$ cat src/rtl/la_capture.sv
// Embedded logic-analyzer capture core: circular sample buffer with
// masked trigger, pre-trigger window and valid/ready readout.
module la_capture #(
    parameter int DATA_W = 12,
    parameter int DEPTH  = 256,
    localparam int AW    = $clog2(DEPTH)
) (
    input  logic              clk,
    input  logic              rst_n,
    input  logic [DATA_W-1:0] data_i,
    input  logic              arm_i,
    input  logic              stop_i,
    input  logic [1:0]        trig_mode_i,
    input  logic [DATA_W-1:0] trig_mask_i,
    input  logic [DATA_W-1:0] trig_value_i,
    input  logic [AW-1:0]     pretrig_i,
    input  logic              rd_start_i,
    output logic              rd_valid_o,
    input  logic              rd_ready_i,
    output logic [DATA_W-1:0] rd_data_o,
    output logic              rd_last_o,
    output logic [2:0]        state_o,
    output logic [AW-1:0]     trig_addr_o,
    output logic              done_o
);

    typedef enum logic [2:0] {
        S_IDLE = 3'd0,
        S_PRE  = 3'd1,
        S_WAIT = 3'd2,
        S_POST = 3'd3,
        S_DONE = 3'd4,
        S_READ = 3'd5
    } state_t;

    state_t state, state_n;

    logic [DATA_W-1:0] mem [DEPTH];
    logic [DATA_W-1:0] prev;
    logic              match_prev;
    logic              match;
    logic              trig;
    logic              wr_en;
    logic [AW-1:0]     wptr;
    logic [AW-1:0]     rptr;
    logic [AW-1:0]     pre_q;
    logic [AW-1:0]     cnt;
    logic [AW-1:0]     post_cnt;
    logic [AW:0]       icnt;
    logic              rd_go;

    logic              s1_v;
    logic              s1_l;
    logic [DATA_W-1:0] s1_d;
    logic              out_v;
    logic              out_l;
    logic [DATA_W-1:0] out_d;
    logic              sk_v;
    logic              sk_l;
    logic [DATA_W-1:0] sk_d;
    logic              pop;
    logic              flush;
    logic              issue;
    logic [1:0]        occ;

    always_comb begin
        match = ((data_i ^ trig_value_i) & trig_mask_i) == '0;
        trig  = 1'b0;
        unique case (trig_mode_i)
            2'd0: trig = match;
            2'd1: trig = ((data_i ^ prev) & trig_mask_i) != '0;
            2'd2: trig = match && !match_prev;
            2'd3: trig = 1'b1;
        endcase
    end

    // DEPTH-1 is all ones, so the post count is the complement of pre
    assign post_cnt = ~pre_q;

    always_ff @(posedge clk or negedge rst_n) begin
        if (!rst_n) state <= S_IDLE;
        else        state <= state_n;
    end

    always_comb begin
        state_n = state;
        if (arm_i) begin
            state_n = (pretrig_i != '0) ? S_PRE : S_WAIT;
        end else if (stop_i) begin
            state_n = S_IDLE;
        end else begin
            unique case (state)
                S_PRE:  if (cnt == AW'(1)) state_n = S_WAIT;
                S_WAIT: if (trig)
                            state_n = (post_cnt == '0) ? S_DONE : S_POST;
                S_POST: if (cnt == AW'(1)) state_n = S_DONE;
                S_DONE: if (rd_start_i) state_n = S_READ;
                S_READ: if (pop && out_l) state_n = S_DONE;
                default: state_n = state;
            endcase
        end
    end

    assign wr_en = !arm_i && !stop_i &&
                   (state == S_PRE || state == S_WAIT || state == S_POST);
    assign rd_go = (state == S_DONE) && (state_n == S_READ);

    always_ff @(posedge clk or negedge rst_n) begin
        if (!rst_n) begin
            prev        <= '0;
            match_prev  <= 1'b0;
            wptr        <= '0;
            pre_q       <= '0;
            cnt         <= '0;
            trig_addr_o <= '0;
            rptr        <= '0;
            icnt        <= '0;
        end else begin
            prev       <= data_i;
            match_prev <= match;
            if (arm_i) begin
                wptr  <= '0;
                pre_q <= pretrig_i;
                cnt   <= pretrig_i;
            end else if (wr_en) begin
                wptr <= wptr + AW'(1);
                if (state == S_WAIT) begin
                    if (trig) begin
                        trig_addr_o <= wptr;
                        cnt         <= post_cnt;
                    end
                end else begin
                    cnt <= cnt - AW'(1);
                end
            end
            if (rd_go) begin
                rptr <= trig_addr_o - pre_q;
                icnt <= '0;
            end else if (issue) begin
                rptr <= rptr + AW'(1);
                icnt <= icnt + (AW+1)'(1);
            end
        end
    end

    always_ff @(posedge clk) begin
        if (wr_en) mem[wptr] <= data_i;
        if (issue) s1_d <= mem[rptr];
    end

    // Reads are issued only when the output and skid registers can
    // absorb everything in flight, even if the consumer stalls.
    assign pop   = out_v && rd_ready_i;
    assign flush = (state_n != S_READ);
    assign occ   = 2'(out_v) + 2'(sk_v) + 2'(s1_v) - 2'(pop);
    assign issue = (state == S_READ) && (icnt != (AW+1)'(DEPTH)) &&
                   (occ <= 2'd1);

    always_ff @(posedge clk or negedge rst_n) begin
        if (!rst_n) begin
            s1_v  <= 1'b0;
            s1_l  <= 1'b0;
            out_v <= 1'b0;
            out_l <= 1'b0;
            out_d <= '0;
            sk_v  <= 1'b0;
            sk_l  <= 1'b0;
            sk_d  <= '0;
        end else if (flush) begin
            s1_v  <= 1'b0;
            out_v <= 1'b0;
            out_l <= 1'b0;
            sk_v  <= 1'b0;
        end else begin
            s1_v <= issue;
            s1_l <= issue && (icnt == (AW+1)'(DEPTH - 1));
            if (pop || !out_v) begin
                if (sk_v) begin
                    out_v <= 1'b1;
                    out_l <= sk_l;
                    out_d <= sk_d;
                    sk_v  <= s1_v;
                    sk_l  <= s1_l;
                    sk_d  <= s1_d;
                end else begin
                    out_v <= s1_v;
                    out_l <= s1_l;
                    out_d <= s1_d;
                end
            end else if (s1_v) begin
                sk_v <= 1'b1;
                sk_l <= s1_l;
                sk_d <= s1_d;
            end
        end
    end

    assign rd_valid_o = out_v;
    assign rd_data_o  = out_d;
    assign rd_last_o  = out_v && out_l;
    assign state_o    = state;
    assign done_o     = (state == S_DONE);

endmodule

$ cat config.mk
export PLATFORM = sky130hd
export DESIGN_NAME = la_capture
export DESIGN_NICKNAME = d
export VERILOG_FILES = /design/src/rtl/la_capture.sv
export SDC_FILE = /design/constraint.sdc
export NUM_CORES = 2
export LEC_CHECK = 0
export CORE_AREA = 2 2 386 541
export CTS_CLUSTER_SIZE = 16
export DETAILED_ROUTE_END_ITERATION = 7
export DIE_AREA = 0 0 388 543
export GPL_ROUTABILITY_DRIVEN = 0
export PLACE_DENSITY = 0.87
export SYNTH_ARGS = -nofsm -noshare
export SYNTH_HDL_FRONTEND = slang
export SYNTH_SLANG_ARGS = --single-unit
$ cat constraint.sdc
create_clock -name clk -period 10.9 [get_ports clk]
set_clock_uncertainty 0.2 [all_clocks]
set_input_delay 2.18 -clock clk [delete_from_list [all_inputs] [get_ports clk]]
set_output_delay 2.18 -clock clk [all_outputs]
set_load 0.01 [all_outputs]
### Word level (Yosys, flattened, before mapping)

Memories as Yosys holds them, arrays and structs flattened. A register that Yosys moved wholly into a read port is not among the register bits.
Cells that the tools add are included.

* add/sub/neg operators: 8
* magnitude comparators: 1
* eq/ne operators: 15
* mux-type cells: 41
* bitwise operators: 7
* reduce and logical (&&, ||, !) cells: 31

Operator list (count)
* $mux 8: 8
* $mux 12: 4
* $and 12x12->12: 2
* $mux 3: 8
* $xor 12x12->12: 2
* $mux 9: 2
* $add 8x1->8 const B: 2
* $mux 1: 16
* $pmux 3 s5: 1
* $logic_not 12->1: 1
* $reduce_bool 12->1: 1
* $logic_and 1x1->1: 10
* $add 9x1->9 const B: 1
* $eq 3x3->1 const B: 3
* $eq 9x8->1 const B: 1
* $ne 9x9->1 const B: 1
* $eq 8x1->1 const B: 1
* $logic_not 8->1: 1
* $not 8->8: 1
* $reduce_bool 2->1: 4
* $reduce_bool 8->1: 1
* $sub 8x1->8 const B: 1
* $sub 8x8->8: 1
* $eq 3x2->1 const B: 2
* other kinds (19): 28

* flip-flop bits (word level): 95
* memory bits (writable): 3072
* input bits: 52
* output and inout port bits: 26
* logic and storage cells: 121
* memories: 1

Memory list
* mem: depth 256, bits a word 12, read ports 1, clocked after Yosys merged registers in 1, write ports 1, line 38 `logic [DATA_W-1:0] mem [DEPTH];`

### Logic depth before layout (Yosys ltp)

* depth in word-level cells: 12
* gate-level depth with buffers: 13
* depth with buffers taken out: 11

### Least setup slack after synthesis

No wires, ideal clock.

* kind: input to register
* start point: in rd_ready_i
* end point: reg rptr[0]
* library setup time: 0.130 ns
* arrival time: 4.902 ns
* required time: 10.570 ns
* slack: 5.667 ns
* stages: 13
* path buffers: 2
* cells stage by stage: and2_1 > ha_1 > inv_1 > ha_1 > a21oi_1 > xnor2_1 > nor3b_1 > a21boi_0 > clkbuf_1 > clkbuf_1 > o21ai_0 > o21ai_0 > o31ai_1

* elaborated cells between the ends (all ways): 13
* those cells by class: add/sub (1); order compare (1); eq/ne (1); mux (5); reduce/logical (5)

RTL lines
* start, declared: line 19 `input logic rd_ready_i,`
* $logic_and 1x1->1: line 153 `assign pop = out_v && rd_ready_i;`
* $sub 2x1->2: line 155 `assign occ = 2'(out_v) + 2'(sk_v) + 2'(s1_v) - 2'(pop);`
* $le 2x1->1: line 157 `(occ <= 2'd1);`
* $logic_and 1x1->1: line 156 `assign issue = (state == S_READ) && (icnt != (AW+1)'(DEPTH)) &&`
* via issue: line 63 `logic issue;`
* $reduce_bool 2->1 (no line)
* end signal, assigned: line 137 `rptr <= trig_addr_o - pre_q;`
* end signal, assigned: line 140 `rptr <= rptr + AW'(1);`
* end, declared: line 45 `logic [AW-1:0] rptr;`

The timed path passes the listed nets, and every way through them passes these cells.
A chain may end at the register's enable or synchronous reset.

### Final worst setup path

* start point: in arm_i
* end point: mem mem[221][11] (enable)

* word-level cells in the longest chain between the ends: 5

RTL lines
* start, declared: line 11 `input logic arm_i,`
* $logic_not 1->1: line 104 `assign wr_en = !arm_i && !stop_i &&`
* $logic_and 1x1->1 (2 in a row): line 104
* $mux 1: line 147 `if (wr_en) mem[wptr] <= data_i;`
* $mux 1 (not written as such): line 147
* end, declared: line 38

No other way between the ends.

==> results.py <==
metrics = {
    "run_status": {
        "status": "complete, but fails checks",
        "violations": "capacitance limit, slew limit",
    },
    "global_route": {
        "grt_pass1_vias": 64000,
        "grtUsageTotal_pct": 36.0,
        "antenna_found_initial": 20,
        "grt_start_max_net_pins": 171,
        "grt-ovfl-total": 0,
        "grt_pass1_wl_mm": 526,
    },
    "detailed_routing": {
        "via_per_inst": 7.77,
        "drt_iter0_markers": 13300,
        "drc": 0,
        "num_vias": 64700,
        "ant_nets": 0,
        "wl_per_cell_um": 45.3,
        "drt-pass1-iter-count": 7,
        "routed_wl_mm": 377,
    },
    "finish": {
        "drive_above_1_share_pct": 27.1,
        "area_growth_pct": 10.4,
        "post-route-util_pct": 66.0,
        "final_common_cell": "edfxtp_1",
        "final_cell_mix": "3084 x edfxtp_1, 960 x mux4_2, 293 x nor2_1, 285 x clkbuf_16, 99 x a22oi_1",
        "final_cell_area_um2": 136000,
        "layout.nets": 5481,
    },
    "clock_network": {
        "cts-resized-gates": 0,
        "numCtsBuffers": 274,
        "clock-sinks": 3179,
        "clock_path_buffers": 4,
        "cts_tree": "yes",
        "cts_root_buf": "clkbuf_16",
        "clk_latency_ns": 0.86,
        "clkTransAtPathRegs_ns": 0.07,
        "post_cts_buffers": 0,
        "ctsHoldBuffers": 0,
        "htreeDepth": 5,
    },
    "pwr": {
        "power_density_nw_per_um2": 186,
        "switchingPower_uw": 5680,
        "swShare_pct": 22.5,
        "pwr-share-clk_pct": 40.7,
        "power_frac_comb_pct": 6.0,
        "power.leakage_uw": 0.0418,
        "power_uw": 25200,
        "power.internal_uw": 19500,
        "seq_power_share_pct": 53.3,
        "ir_drop_mv": 0.148,
    },
    "hold_path": {
        "hp-class": "flop to flop",
        "min_path_cells": 1,
        "worstHoldStart": "sk_d[8]",
        "min_to": "sk_d[8]",
    },
    "floorplanning": {
        "fp.coreArea_um2": 206000,
        "die-area_um2": 211000,
        "die_w_um": 388,
        "rows": 197,
        "die-height_um": 543,
        "initial_core_util_pct": 59.8,
        "io_pins": 78,
    },
    "sta": {
        "rsz0062_at_grt": "no",
        "max_slew.worst_pin.slew_ns": 1.91,
        "final-hold-violation-count": 0,
        "tns_ns": 0,
        "setup_viol": 0,
        "finalCriticalPeriod_ns": 6.47,
        "maxSlewHeadroom_pct": -27.9,
        "slew_viol_final": 18,
        "clock.fmax_ghz": 0.155,
        "post-route-period-util_pct": 59.3,
    },
    "synthesis": {
        "synth_xor_area_share_pct": 0.335,
        "synth_nets": 5346,
        "synth_edf_count": 3084,
        "synth.area.mux_share_pct": 18.1,
        "synth_top_family_by_area": "multiplexers",
        "ys.flop_type": "edfxtp_1",
        "syn_avg_cell_area_um2": 23.3,
        "synth_top_area_share_pct": 75.4,
        "yosys_register_bits": 3179,
        "synth_area_leaders": "edfxtp_1 75%, mux4_2 18%, dfrtp_1 1.9%",
        "synth-simple-area-share_pct": 1.59,
        "ys_async_sr_fraction_pct": 2.99,
        "syn_inst": 5274,
        "yosysSeqAreaShare_pct": 77.3,
        "synth_compound_area_share_pct": 1.31,
        "synth_area_um2": 123000,
        "yosysUniqueCellTypes": 63,
        "yosysTopAreaCell": "edfxtp_1",
        "ys_warn_count": 0,
        "synth_fa_ha_area_share_pct": 0.210,
    },
    "setup_path": {
        "cp.arrival_ns": 6.72,
        "path_max_fanout": 34,
        "ff2ff_path_depth": 7,
        "reg2reg_from": "rptr[0]",
        "required_ns": 11.16,
        "r2r_end": "s1_d[3]",
        "end_kind": "flop",
        "critPathLaunchType": "input pin",
        "crit_type": "input pin to flop",
        "ff2ff_setup_slack_ns": 4.78,
    },
    "place": {
        "dp.final_hpwl_mm": 195,
        "io_buffers": 77,
        "place_area_um2": 127000,
    },
    "flow_run": {
        "maxCapViolations": 2,
    },
}
-- power groups by stage --
stage               sequential, uW  combinational (uW)  clock [uW]
finish                       13400                1500       10300
global placement             13700                1310           0
detailed placement           13700                1400           0
CTS                          13400                1450       10200
global route                 13400                1500       10600
floorplan                    13700                 772           0
-- layer usage --
layer	track usage, %	share of wire [%]
met1	45.2	30
met2	56.1	47
met3	8.37	13
met4	25.8	9.1
met5	0	0.027
-- critical path, cell delays in order --
cell and delay [ns]:
clkdlybuf4s50_1 0.40, buf_4 0.25, nor4_2 0.35, buf_4 0.24, nand2_1 0.13, nor2_1 0.94
nand3_1 0.93, nor2_1 1.27
-- synth_stat cells (7+ instances only) --
cell / n
nor2b_1: 10
nand2_1: 55
a211oi_1: 7
dfrtp_1: 95
nor2_1: 294
a22oi_1: 99
clkbuf_1: 173
xor2_1: 34
or4_1: 13
buf_2: 78
xnor2_1: 13
buf_4: 9
mux2_2: 45
edfxtp_1: 3084
o21ai_0: 30
nand3_1: 18
ha_1: 19
mux4_2: 960
buf_1: 31
nand2b_1: 9
inv_1: 30
mux2i_1: 9
a21oi_1: 57
nand4_1: 11
-- metrics by stage --
stage / cells / setup WS (ns) / hold WS, ns
6_report: 8325 / 4.43 / 0.324
5_1_grt: 8297 / 4.66 / 0.338
4_1_cts: 8294 / 4.87 / 0.317
3_5_place_dp: 7819 / 4.08 / 0.295
3_3_place_gp: 7819 / 4.30 / 0.284
2_1_floorplan: 5274 / 5.67 / 0.275
-- how the worst max path moves through the flow --
stage | start | end | slack (ns)
finish | arm_i | mem[221][11] | 4.43
global placement | arm_i | mem[221][11] | 4.30
global route | arm_i | mem[222][4] | 4.66
detailed placement | arm_i | mem[218][8] | 4.08
floorplan | rd_ready_i | rptr[0] | 5.67
CTS | arm_i | mem[208][1] | 4.87
-- registers in the layout, summed over array words and instances, names as in the netlist, 3 cells and up --
signal and count:
cnt 8, mem 3072, sk_d 12, s1_d 12, trig_addr_o 8, pre_q 8, rd_data_o 12, rptr 8
wptr 8, icnt 9, prev 12, state_o 3
-- area by class of cell --
class,instances,area [um^2]
clock buffers,323,7300
inverters,31,124
well taps,2686,3360
diodes,31,77.6
multi-input cells,1767,26600
flip-flops and latches,3179,95000
repair buffers,156,1590
fillers,11200,70000
clock inverters,152,1600
-- cells by family (layout without fill, tap and decap cells) --
logic type      count (synthesis)  in the layout
flops                        3179           3179
other cells                     0             31
buf+inv                       328            662
compound gates                237            237
mux                          1014           1014
xor+xnor                       47             47
simple gates                  449            449
fa+ha+maj                      20             20
Note: power is estimated with default switching activity, not from simulation.
